[src/rtl/reaction_score_keeper_pkg.sv]
// Shared constants and helpers for the reaction score keeper.
package reaction_score_keeper_pkg;

  localparam logic [3:0]  BCD_DIGIT_MAX = 4'd9;
  localparam logic [15:0] BEST_INIT     = 16'h9999;

  // Active-low segment codes, bit order [0:6] = a..g
  localparam logic [0:6] SEG_0 = 7'b0000001;
  localparam logic [0:6] SEG_1 = 7'b1001111;
  localparam logic [0:6] SEG_2 = 7'b0010010;
  localparam logic [0:6] SEG_3 = 7'b0000110;
  localparam logic [0:6] SEG_4 = 7'b1001100;
  localparam logic [0:6] SEG_5 = 7'b0100100;
  localparam logic [0:6] SEG_6 = 7'b0100000;
  localparam logic [0:6] SEG_7 = 7'b0001111;
  localparam logic [0:6] SEG_8 = 7'b0000000;
  localparam logic [0:6] SEG_9 = 7'b0000100;

  // A packed 4-digit result is legal when every nibble is a decimal digit
  function automatic logic bcd_is_legal(input logic [15:0] value);
    bcd_is_legal = (value[3:0]   <= BCD_DIGIT_MAX) &&
                   (value[7:4]   <= BCD_DIGIT_MAX) &&
                   (value[11:8]  <= BCD_DIGIT_MAX) &&
                   (value[15:12] <= BCD_DIGIT_MAX);
  endfunction

endpackage

[src/rtl/hexdisplay.sv]
// Single-digit BCD to active-low 7-segment decoder; non-decimal input shows "0".
module hexdisplay
  import reaction_score_keeper_pkg::*;
(
  input  logic [3:0] bcd,
  output logic [0:6] seg
);

  // Digit lookup
  always_comb begin
    case (bcd)
      4'd1:    seg = SEG_1;
      4'd2:    seg = SEG_2;
      4'd3:    seg = SEG_3;
      4'd4:    seg = SEG_4;
      4'd5:    seg = SEG_5;
      4'd6:    seg = SEG_6;
      4'd7:    seg = SEG_7;
      4'd8:    seg = SEG_8;
      4'd9:    seg = SEG_9;
      default: seg = SEG_0;
    endcase
  end

endmodule

[src/rtl/reaction_history_ram.sv]
// Ring storage of the most recent results, with write pointer and fill count.
module reaction_history_ram
  import reaction_score_keeper_pkg::*;
#(
  parameter int DEPTH = 8,
  parameter int PTR_W = 3
) (
  input  logic             Clock,
  input  logic             Reset,
  input  logic             wr_en,
  input  logic [15:0]      wr_data,
  input  logic [PTR_W-1:0] rd_idx,
  output logic [15:0]      rd_data,
  output logic [PTR_W-1:0] wr_ptr,
  output logic [PTR_W:0]   count
);

  localparam logic [PTR_W:0] COUNT_MAX = (PTR_W+1)'(DEPTH);

  logic [15:0] mem [DEPTH];

  // Storage array; contents are don't-care after reset because count gates visibility
  always_ff @(posedge Clock) begin
    if (wr_en) mem[wr_ptr] <= wr_data;
  end

  // Write pointer wraps naturally; count saturates once the ring is full
  always_ff @(posedge Clock) begin
    if (!Reset) begin
      wr_ptr <= '0;
      count  <= '0;
    end else if (wr_en) begin
      wr_ptr <= wr_ptr + 1'b1;
      if (count != COUNT_MAX) count <= count + 1'b1;
    end
  end

  assign rd_data = mem[rd_idx];

endmodule

[src/rtl/reaction_score_keeper.sv]
// Keeps recent reaction-timer results, tracks the best time and drives the HEX digits.
module reaction_score_keeper
  import reaction_score_keeper_pkg::*;
#(
  parameter int DEPTH = 8,
  parameter int PTR_W = 3
) (
  input  logic             Clock,
  input  logic             Reset,
  input  logic             Result_valid,
  input  logic [15:0]      Result_bcd,
  input  logic             Browse_button,
  input  logic             Show_best,
  output logic             New_best,
  output logic             Best_valid,
  output logic             Bad_result,
  output logic [PTR_W:0]   Count,
  output logic [15:0]      Disp_bcd,
  output logic [0:6]       y0,
  output logic [0:6]       y1,
  output logic [0:6]       y2,
  output logic [0:6]       y3
);

  localparam logic [PTR_W-1:0] PTR_ONE = PTR_W'(1);

  logic             capture;
  logic             press;
  logic             browse_prev;
  logic [PTR_W-1:0] view_ofs;
  logic [PTR_W-1:0] wr_ptr;
  logic [PTR_W-1:0] rd_idx;
  logic [15:0]      rd_data;
  logic [15:0]      best;
  logic [15:0]      sel;

  assign capture = Result_valid && bcd_is_legal(Result_bcd);
  assign press   = browse_prev && !Browse_button;
  // Newest entry sits just behind the write pointer; modulo comes from pointer width
  assign rd_idx  = wr_ptr - PTR_ONE - view_ofs;

  reaction_history_ram #(.DEPTH(DEPTH), .PTR_W(PTR_W)) u_hist (
    .Clock   (Clock),
    .Reset   (Reset),
    .wr_en   (capture),
    .wr_data (Result_bcd),
    .rd_idx  (rd_idx),
    .rd_data (rd_data),
    .wr_ptr  (wr_ptr),
    .count   (Count)
  );

  // Best time tracking, sticky bad-result flag and one-cycle improvement pulse
  always_ff @(posedge Clock) begin
    if (!Reset) begin
      best       <= BEST_INIT;
      Best_valid <= 1'b0;
      New_best   <= 1'b0;
      Bad_result <= 1'b0;
    end else begin
      New_best <= 1'b0;
      if (Result_valid && !capture) Bad_result <= 1'b1;
      if (capture && (!Best_valid || Result_bcd < best)) begin
        best       <= Result_bcd;
        Best_valid <= 1'b1;
        New_best   <= 1'b1;
      end
    end
  end

  // Browse offset: a capture snaps back to newest, a press steps older and wraps
  always_ff @(posedge Clock) begin
    if (!Reset) begin
      browse_prev <= 1'b1;
      view_ofs    <= '0;
    end else begin
      browse_prev <= Browse_button;
      if (capture) begin
        view_ofs <= '0;
      end else if (press && Count != '0) begin
        if ({1'b0, view_ofs} == Count - 1'b1) view_ofs <= '0;
        else                                 view_ofs <= view_ofs + 1'b1;
      end
    end
  end

  // Display source selection
  always_comb begin
    sel = 16'h0000;
    if (Show_best) begin
      if (Best_valid) sel = best;
    end else if (Count != '0) begin
      sel = rd_data;
    end
  end

  // Registered display value
  always_ff @(posedge Clock) begin
    if (!Reset) Disp_bcd <= 16'h0000;
    else        Disp_bcd <= sel;
  end

  hexdisplay u_hex0 (.bcd(Disp_bcd[3:0]),   .seg(y0));
  hexdisplay u_hex1 (.bcd(Disp_bcd[7:4]),   .seg(y1));
  hexdisplay u_hex2 (.bcd(Disp_bcd[11:8]),  .seg(y2));
  hexdisplay u_hex3 (.bcd(Disp_bcd[15:12]), .seg(y3));

endmodule

[config.mk]
export PLATFORM = sky130hd
export DESIGN_NAME = reaction_score_keeper
export DESIGN_NICKNAME = d
export VERILOG_FILES = /design/src/rtl/reaction_score_keeper_pkg.sv /design/src/rtl/hexdisplay.sv /design/src/rtl/reaction_history_ram.sv /design/src/rtl/reaction_score_keeper.sv
export SDC_FILE = /design/constraint.sdc
export NUM_CORES = 1
export LEC_CHECK = 0
export CAP_MARGIN = 20
export CELL_PAD_IN_SITES_DETAIL_PLACEMENT = 1
export CELL_PAD_IN_SITES_GLOBAL_PLACEMENT = 2
export CORE_ASPECT_RATIO = 1.25
export CORE_MARGIN = 3
export CORE_UTILIZATION = 44
export DETAILED_ROUTE_END_ITERATION = 7
export PLACE_DENSITY = 0.87
export SLEW_MARGIN = 20
export SYNTH_ARGS = -nofsm -noshare
export SYNTH_HDL_FRONTEND = slang
export SYNTH_SLANG_ARGS = --single-unit
[constraint.sdc]
create_clock -name Clock -period 7.1 [get_ports Clock]
set_input_delay 0.71 -clock Clock [delete_from_list [all_inputs] [get_ports Clock]]
set_output_delay 0.71 -clock Clock [all_outputs]
set_load 0.03 [all_outputs]
==> metrics.csv, run 1 <==
stage,metric,value,unit
timing,fin_skew,0.0120,ns
layout,n_antenna_cell,0,
floorplan,chipHeight,165,um
layout,drive_gt1_share,13.4,%
synth,yosys-top-cells-count,"edfxtp_1, dfxtp_1, ha_1",
synth,synth_top_family_by_area,multiplexers,
power,switching_share,23.0,%
floorplan,ios,72,
timing,finalHoldViolations,0,
synth,yosysTopAreaCellShare,43.0,%
synth,synth.yosys.seq_area_share,59.6,%
global_routing,grt_use_total,20.6,%
worst_setup_path,path_class,register to register,
timing,tightestPinTransition,1.05,ns
timing,final.period_utilization,49.5,%
clock_tree,clockRootBuffer,clkbuf_16,
synth,synth_cell_types,60,
route,drc,0,
global_routing,grt_overflow,0,
synth,synth_seq_cells,202,
power,ir_drop,0.000210,V
clock_tree,cts_resized,0,
floorplan,core-area,0.0197,mm^2
route,detail_route.wirelength,22500,um
job,cap_violations,0,
synth,netlist_area,0.00893,mm^2
clock_tree,clk_pin_slew,0.06,ns
route,drtIter0Drc,464,
floorplan,dieArea,0.0221,mm^2
synth,synth_area_leaders,"edfxtp_1, dfxtp_1, mux4_2",
floorplan,row_count,57,
worst_hold_path,hold_class,register to register,
synth,synth_cells,652,
synth,synth-main-ff-cell,edfxtp_1,
timing,slew_headroom,29.9,%
global_routing,grt_pass1_wl,35200,um
synth,synth_compound_area_share,10.0,%
power,clockPowerShare,40.3,%
power,combPwrFrac,9.0,%
global_routing,antenna_found_initial,1,
clock_tree,cts.sinks,202,
synth,syn_avg_cell_area,13.7,um^2
floorplan,initial_core_util,45.4,%
layout,multi_input_area,0.00337,mm^2
outcome,status,finished clean,
synth,yosys_warnings,0,
worst_setup_path,end_kind,register,
power,p_int,1.94,mW
clock_tree,insertion_delay,0.49,ns
route,wl_per_cell,22.5,um
floorplan,die_w,133,um
layout,nets,788,
synth,syn_nets,715,
placed_design,detailedPlacementHpwl,15100,um
synth,async_flop_share,0,%
layout,fillerInstances,1986,
synth,synth_edf_count,128,
worst_setup_path,required,7.48,ns
timing,tns,0,ns
power,power_density,238,mW/mm^2
timing,layout_min_cycle_time,3.52,ns
synth,synth_top_cell_by_area,edfxtp_1,
route,ant_nets,0,
timing,rsz0062_at_grt,no,
power,p_leak,3.76,nW
global_routing,grt_max_degree,44,
clock_tree,cts_buffers,20,
worst_setup_path,start_kind,register,
synth,synthMuxAreaShare,10.9,%
route,vias,5724,
synth,synth_xor_xnor_area_share,1.43,%
placed_design,portBuffers,71,
clock_tree,clock_path_buffers,3,
synth,yosys.area_share.simple,8.72,%
timing,drv_slew,0,
route,routed_via_density,5.70,
timing,setup_viol,0,
global_routing,grt_pass1_vias,6075,
synth,yosysMostFrequentCell,edfxtp_1,
power,pwr-share-seq,50.6,%
layout,seq_area,0.00533,mm^2
layout,area_growth,18.3,%
worst_setup_path,worstPathArrival,3.90,ns
power,total_power,2.52,mW
clock_tree,ctsHoldBuffers,0,
synth,synthAdderAreaFrac,5.97,%
clock_tree,post_cts_buffers,0,
clock_tree,cts_tree,yes,
timing,fin_ws,3.58,ns
clock_tree,htree_levels,1,
timing,max_freq,284,MHz
power,switchingPower,0.578,mW
placed_design,dp_slack,3.17,ns
placed_design,globalplace.congestion,0.818,
worst_setup_path,path_max_fanout,32,
timing,whs,0.501,ns
route,drt_pass1_iterations,7,
## area by class of cell
cell class	count	share of cell area, %
multi-input cells	387	31.9
clock inverters	9	0.604
clock buffers	27	5.28
inverters	30	1.07
well taps	265	3.14
flip-flops and latches	202	50.4
repair buffers	84	7.65
## sequential cells by signal (all words and copies together), names as in the netlist
| name | cells |
|---|---|
| view_ofs | 3 |
| u_hex3.seg | 7 |
| New_best | 1 |
| best | 16 |
| u_hex2.seg | 7 |
| u_hex0.seg | 7 |
| browse_prev | 1 |
| Best_valid | 1 |
| u_hist.count | 4 |
| Bad_result | 1 |
| u_hist.wr_ptr | 3 |
| u_hex1.seg | 7 |
| Disp_bcd | 16 |
| u_hist.mem | 128 |
## final timing paths
kind                          from  depth (start not counted)  slack, ns            end
hold / removal          Bad_result                          2       0.50     Bad_result
setup reg to reg  u_hist.wr_ptr[0]                         10       3.58  u_hex0.seg[3]
setup / recovery  u_hist.wr_ptr[0]                         10       3.58  u_hex0.seg[3]
hold reg to reg         Bad_result                          2       0.50     Bad_result
## cell families (layout without fill, tap and decap cells)
group / after synthesis / after routing
AOI/OAI and AO/OA: 128 / 128
xor gates and xnor gates: 13 / 13
adders and majority gates: 42 / 42
buffers and inverters: 63 / 150
DFF: 202 / 202
muxes: 57 / 57
and+or+nand+nor: 147 / 147
## layer usage
layer  share of wire [%]  GRT usage [%]
met1                  42           26.3
met2                  51           37.0
met3                 6.0           3.67
met4                 1.2           3.93
met5               0.058              0
## critical path, stage by stage (launching register included)
cell      delay [ns]
dfxtp_1         0.44
ha_2            0.25
fa_1            0.48
buf_4           0.43
mux4_2          0.39
mux2i_1         0.40
o21ai_1         0.25
inv_1           0.23
ha_1            0.23
nor2_1          0.07
a211oi_1        0.25
## power by group through the flow
stage	registers (mW)	clock network, mW	logic [mW]
floorplan	1.31	0	0.126
global placement	1.30	0	0.219
detailed placement	1.30	0	0.227
CTS	1.27	1.04	0.228
global route	1.28	1.09	0.246
finish	1.27	1.02	0.227
## per-stage QoR
step	std cells	area [um^2]	utilization (%)
2_1_floorplan	652	8930	-
3_3_place_gp	968	9940	50.5
3_5_place_dp	968	9950	50.5
4_1_cts	1004	10600	53.7
5_1_grt	1004	10600	53.7
6_report	1004	10600	53.7
## layout by cell type, fill, tap and decap left out, drive strengths merged, types with 12 or more instances in the layout
cell | synthesis | final
a21oi | 16 | 16
buf | 13 | 13
clkbuf | 20 | 27
clkdlybuf4s50 | 0 | 71
dfxtp | 74 | 74
edfxtp | 128 | 128
ha | 41 | 41
inv | 30 | 30
mux2i | 25 | 25
mux4 | 32 | 32
nand2 | 39 | 39
nor2 | 33 | 33
nor3 | 15 | 15
nor3b | 12 | 12
o21ai | 47 | 47
(Power assumes the default switching activity.)
==> run 2: changes to the inputs <==
--- a/config.mk
+++ b/config.mk
@@ -10,9 +10,9 @@
 export CELL_PAD_IN_SITES_GLOBAL_PLACEMENT = 2
 export CORE_ASPECT_RATIO = 1.25
 export CORE_MARGIN = 3
-export CORE_UTILIZATION = 44
+export CORE_UTILIZATION = 41
 export DETAILED_ROUTE_END_ITERATION = 7
-export PLACE_DENSITY = 0.87
+export PLACE_DENSITY = 0.82
 export SLEW_MARGIN = 20
 export SYNTH_ARGS = -nofsm -noshare
 export SYNTH_HDL_FRONTEND = slang
==> constraint.sdc (replaced) <==
create_clock -name Clock -period 3.41 [get_ports Clock]
set_input_delay 0.341 -clock Clock [delete_from_list [all_inputs] [get_ports Clock]]
set_output_delay 0.341 -clock Clock [all_outputs]
set_load 0.03 [all_outputs]
==> run 2 against run 1 <==
Effect of this change:
- combinational power increased by 120%
- clock skew down 0.0013 ns
- die area grew 7.0%
- register-to-register slack lost 3.2 ns
- clock power rose by 130%
- critical path type unchanged
- worst setup slack worse by 3.2 ns
- core utilization is 1.9 points lower
==> metrics.csv, run 2 (synthesis gave the netlist of run 1 again) <==
stage,metric,value,unit
outcome,status,finished clean,
clock_tree,cts_tree,yes,
worst_setup_path,crit_slowest_cell,fa_1,
layout,regMostFlops,u_hist.mem,
worst_setup_path,worstPathArrival,3.46,ns
clock_tree,htree_levels,1,
floorplan,row_count,59,
worst_setup_path,end_kind,register,
clock_tree,post_cts_buffers,0,
clock_tree,clock_path_buffers,3,
worst_setup_path,path_max_fanout,32,
power,total_power,5.53,mW
layout,top_regs,"u_hist.mem: 128 flops, Disp_bcd: 16 flops, best: 16 flops",
route,vias,5797,
floorplan,die_w,138,um
timing,whs,0.468,ns
worst_hold_path,hold_class,primary input to register,
route,wl_met2,12200,um
floorplan,ios,72,
placed_design,detailedPlacementHpwl,16400,um
power,p_leak,4.00,nW
placed_design,dpl-instance-area,0.0102,mm^2
worst_hold_path,hp-start,Browse_button,
layout,final_common_cell,edfxtp_1,
clock_tree,clk_pin_slew,0.06,ns
power,power_density,505,mW/mm^2
layout,area_growth,22.4,%
route,met1_length,9750,um
route,wl_per_cell,22.5,um
timing,tns,0,ns
layout,final_cell_mix,"edfxtp_1, dfxtp_1, clkdlybuf4s50_1",
worst_setup_path,critPathLaunch,view_ofs[0],
placed_design,place_inst,1008,
worst_hold_path,whs_path_depth,2,
worst_setup_path,crit_chain,inv_1 > ha_2 > fa_1 > buf_12 > mux4_2 > mux2i_1 > o21ai_1 > inv_1 > ha_1 > mux2i_1 > o21ai_0,
layout,largest_register_ffs,128,
worst_setup_path,rr_startpoint,view_ofs[0],
timing,fin_skew,0.0107,ns
clock_tree,cts_resized,0,
layout,multi_input_area,0.00335,mm^2
layout,fin_cells,1045,
timing,max_freq,326,MHz
global_routing,grt_overflow,0,
timing,rsz0062_at_grt,no,
global_routing,grt_pass1_vias,6212,
floorplan,dieArea,0.0236,mm^2
worst_setup_path,rr_worst_depth,11,
route,routed_via_density,5.55,
route,drc,0,
clock_tree,ctsHoldBuffers,0,
route,ant_nets,0,
layout,nets,820,
placed_design,portBuffers,71,
job,cap_violations,0,
clock_tree,cts_buffers,21,
layout,final_core_util,51.8,%
worst_setup_path,r2r_end,u_hex0.seg[4],
route,detail_route.wirelength,23500,um
layout,design_area,0.0109,mm^2
timing,setup_viol,0,
floorplan,core-area,0.0211,mm^2
worst_setup_path,path_class,register to register,
clock_tree,clockRootBuffer,clkbuf_16,
route,drt_pass1_iterations,5,
global_routing,grt_pass1_wl,36400,um
timing,finalHoldViolations,0,
timing,final.period_utilization,90.1,%
layout,drive_gt1_share,17.8,%
timing,fin_ws,0.339,ns
route,drtIter0Drc,489,
layout,fillerInstances,2132,
clock_tree,insertion_delay,0.49,ns
worst_setup_path,max_stage_delay,0.53,ns
timing,drv_slew,0,
layout,n_antenna_cell,0,
global_routing,antenna_found_initial,0,
global_routing,grt_max_degree,41,
global_routing,grt_use_total,19.6,%
timing,tightestPinTransition,0.711,ns
worst_setup_path,required,3.80,ns
timing,layout_min_cycle_time,3.07,ns
clock_tree,cts.sinks,202,
floorplan,chipHeight,171,um
worst_hold_path,holdPathEnd,browse_prev,
route,topRoutingLayerUsed,met4,
worst_setup_path,worst-r2r-setup-slack,0.34,ns
placed_design,globalplace.congestion,0.818,
worst_setup_path,start_kind,register,
power,ir_drop,0.000294,V
timing,slew_headroom,52.0,%
layout,seq_area,0.00533,mm^2
placed_design,dp_slack,0.317,ns
floorplan,initial_core_util,42.3,%
route,wl_met3,1230,um
-- run 2: cell count changes in the layout (fill, tap and decap cells not counted), sizes merged --
cell	before	now
buf	13	44
clkbuf	27	32
clkinv	8	3
inv	30	31
-- run 2: cell type report --
| type | count | share of cell area [%] |
|---|---|---|
| timing repair buffer | 115 | 9.86 |
| clock buffer | 32 | 6.17 |
| multi-input combinational | 387 | 30.6 |
| inverter | 30 | 1.03 |
| tap | 274 | 3.14 |
| sequential | 202 | 48.7 |
| clock inverter | 5 | 0.469 |
-- run 2: critical path, delay by kind of cell (launching register included) --
kind,cells,cell delay (ns)
AOI/OAI and AO/OA,2,0.40
buffers and inverters,3,0.50
adders and majority gates,3,0.93
DFF,1,0.42
muxes,3,0.70
-- run 2: power breakdown --
group	total [mW]	switching, mW	internal, mW
clock	2.37	0.928	1.44
sequential	2.65	0.0222	2.63
combinational	0.504	0.295	0.209
total	5.53	1.25	4.28
-- run 2: how the worst max path moves through the flow --
stage	end	slack, ns	cells after the start
after floorplan	u_hist.mem[2][0]	0.13	5
after global placement	best[11]	0.40	9
after detailed placement	u_hex1.seg[3]	0.32	12
after CTS	u_hex1.seg[3]	0.30	12
after global routing	u_hex0.seg[4]	0.08	11
final	u_hex0.seg[4]	0.34	11
-- run 2: metal layers --
layer,vias to the layer above,global-route usage [%]
met5,-,0
met4,0,4.13
met3,27,3.52
met2,155,36.0
met1,2940,24.4
li1,2675,-
==> run 3: changes to the inputs <==
--- a/config.mk
+++ b/config.mk
@@ -12,6 +12,7 @@
 export CORE_MARGIN = 3
 export CORE_UTILIZATION = 41
 export DETAILED_ROUTE_END_ITERATION = 7
+export HOLD_SLACK_MARGIN = 0.1
 export PLACE_DENSITY = 0.82
 export SLEW_MARGIN = 20
 export SYNTH_ARGS = -nofsm -noshare
==> results of run 3 <==
The final DEF is identical to that of run 2; final timing and power are the same.
==> edit: new RTL, settings of run 3 <==
Reset style: asynchronous (`Reset`), changed in 4 clocked blocks.
--- a/src/rtl/reaction_history_ram.sv
+++ b/src/rtl/reaction_history_ram.sv
@@ -26,5 +26,5 @@
 
   // Write pointer wraps naturally; count saturates once the ring is full
-  always_ff @(posedge Clock) begin
+  always_ff @(posedge Clock or negedge Reset) begin
     if (!Reset) begin
       wr_ptr <= '0;
--- a/src/rtl/reaction_score_keeper.sv
+++ b/src/rtl/reaction_score_keeper.sv
@@ -52,5 +52,5 @@
 
   // Best time tracking, sticky bad-result flag and one-cycle improvement pulse
-  always_ff @(posedge Clock) begin
+  always_ff @(posedge Clock or negedge Reset) begin
     if (!Reset) begin
       best       <= BEST_INIT;
@@ -70,5 +70,5 @@
 
   // Browse offset: a capture snaps back to newest, a press steps older and wraps
-  always_ff @(posedge Clock) begin
+  always_ff @(posedge Clock or negedge Reset) begin
     if (!Reset) begin
       browse_prev <= 1'b1;
@@ -96,5 +96,5 @@
 
   // Registered display value
-  always_ff @(posedge Clock) begin
+  always_ff @(posedge Clock or negedge Reset) begin
     if (!Reset) Disp_bcd <= 16'h0000;
     else        Disp_bcd <= sel;
Check against the original RTL: differs if Reset is asserted again (counterexample within 4 cycles, from zero or initial values and one cycle with Reset low); with Reset held inactive, the same outputs for 4 cycles.
==> edit against run 3 <==
Synthesized area fell by 11%; hold slack got worse by 0.14 ns; sequential cell count fell by 28; wire length fell by 22%; utilization fell by 0.39 points; setup slack improved by 0.36 ns; design area fell by 11%.
Power is not compared: it rests on default switching activity, and its combinational part moved more than twofold at a synthesized area within 25%.
==> edit: results (changes against run 3) <==
Status: finished, final reports clean (unchanged)
Layout cells sized above 1: 0.198 (was 0.178)
Top post-synthesis cells by area: edfxtp_1, dfrtp_1, mux4_2, ha_1, dfstp_2 (was edfxtp_1, dfxtp_1, mux4_2, ha_1, mux2i_1)
Met1 global-route usage: 0.218 (was 0.244)
Asr flop ratio synth: 0.264 (was 0)
Dpl cells: 830 (was 1008)
Syn Nets: 590 (was 715)
M2 GR Usage: 0.335 (was 0.360)
Maximum buffer depth of the clock tree: 2 (was 3)
Pin count of the biggest net entering global routing: 33 (was 41)
Met2 WL post-DR: 10200 um (was 12200 um)
Vias in the first global route: 5279 (was 6212)
M3 GR Usage: 0.0382 (was 0.0352)
R2R Setup Slk: 0.70 ns (was 0.34 ns)
Cell Count, Final, Fillers Out: 863 (was 1045)
Worst reg2reg path endpoint: Disp_bcd[14] (was u_hex0.seg[4])
Seq/Total Area, Yosys: 0.627 (was 0.596)
Initial DRC count: 256 (was 489)
Post-Route WL: 18400 um (was 23500 um)
Post-CTS Hold Fix Bufs: 1 (was 0)
Skew-Pair Late Insertion Delay: 0.43 ns (was 0.49 ns)
Final Wtd Congestion: 0.756 (was 0.818)
Relative max-transition margin: 0.506 (was 0.520)
Gr usage total: 0.185 (was 0.196)
NumNets Final: 677 (was 820)
CTS Buf Count: 17 (was 21)
Cells on worst reg2reg path: 6 (was 11)
Crit path largest cell delay: 0.55 ns (was 0.53 ns)
Detail Placement HPWL: 12400 um (was 16400 um)
Hold Path Sink: browse_prev (unchanged)
Critical path's slowest cell: xnor2_4 (was fa_1)
Critical path peak fanout: 10 (was 32)
==> edit: cell families after synthesis <==
kind of cell               after synthesis  synth area share
AOI/OAI and AO/OA                       67            0.0483
xor gates and xnor gates                11            0.0168
adders and majority gates               38            0.0605
buffers and inverters                   56            0.0301
DFF                                    174             0.627
muxes                                   71             0.147
and+or+nand+nor                        114            0.0704
==> edit: how the worst max path moves through the flow <==
| stage | start | end | depth (start not counted) |
|---|---|---|---|
| after detailed placement | Result_bcd[14] | best[14] | 8 |
| after CTS | u_hist.wr_ptr[0] | Disp_bcd[14] | 6 |
| after floorplan | Result_bcd[9] | u_hist.mem[0][0] | 5 |
| final | u_hist.wr_ptr[0] | Disp_bcd[14] | 6 |
| after global placement | Result_bcd[14] | best[14] | 8 |
| after global routing | u_hist.wr_ptr[0] | Disp_bcd[14] | 6 |
==> edit: stage by stage <==
stage	cell area [um^2]	setup WS, ns	hold WS, ns	power, mW
2_1_floorplan	7990	0.241	0.0454	6.47
3_3_place_gp	9110	0.421	0.397	7.85
3_5_place_dp	9110	0.309	0.407	8.03
4_1_cts	9730	0.660	0.316	10.0
5_1_grt	9730	0.555	0.335	10.5
6_report	9730	0.695	0.330	9.90
==> edit: power groups by stage <==
stage	registers [mW]	clock network, mW	logic [mW]
after floorplan	3.07	0	3.40
after global placement	3.06	0	4.79
after detailed placement	3.09	0	4.94
after CTS	3.05	2.02	4.97
after global routing	3.11	2.11	5.30
final	3.04	1.98	4.88
==> edit: cell type report <==
cell class | instances | area (um^2)
fill | 1841 | 9190
sequential | 174 | 5010
inverter | 31 | 116
timing repair buffer | 93 | 936
clock inverter | 15 | 184
tap | 232 | 290
clock buffer | 17 | 425
multi-input combinational | 301 | 2770
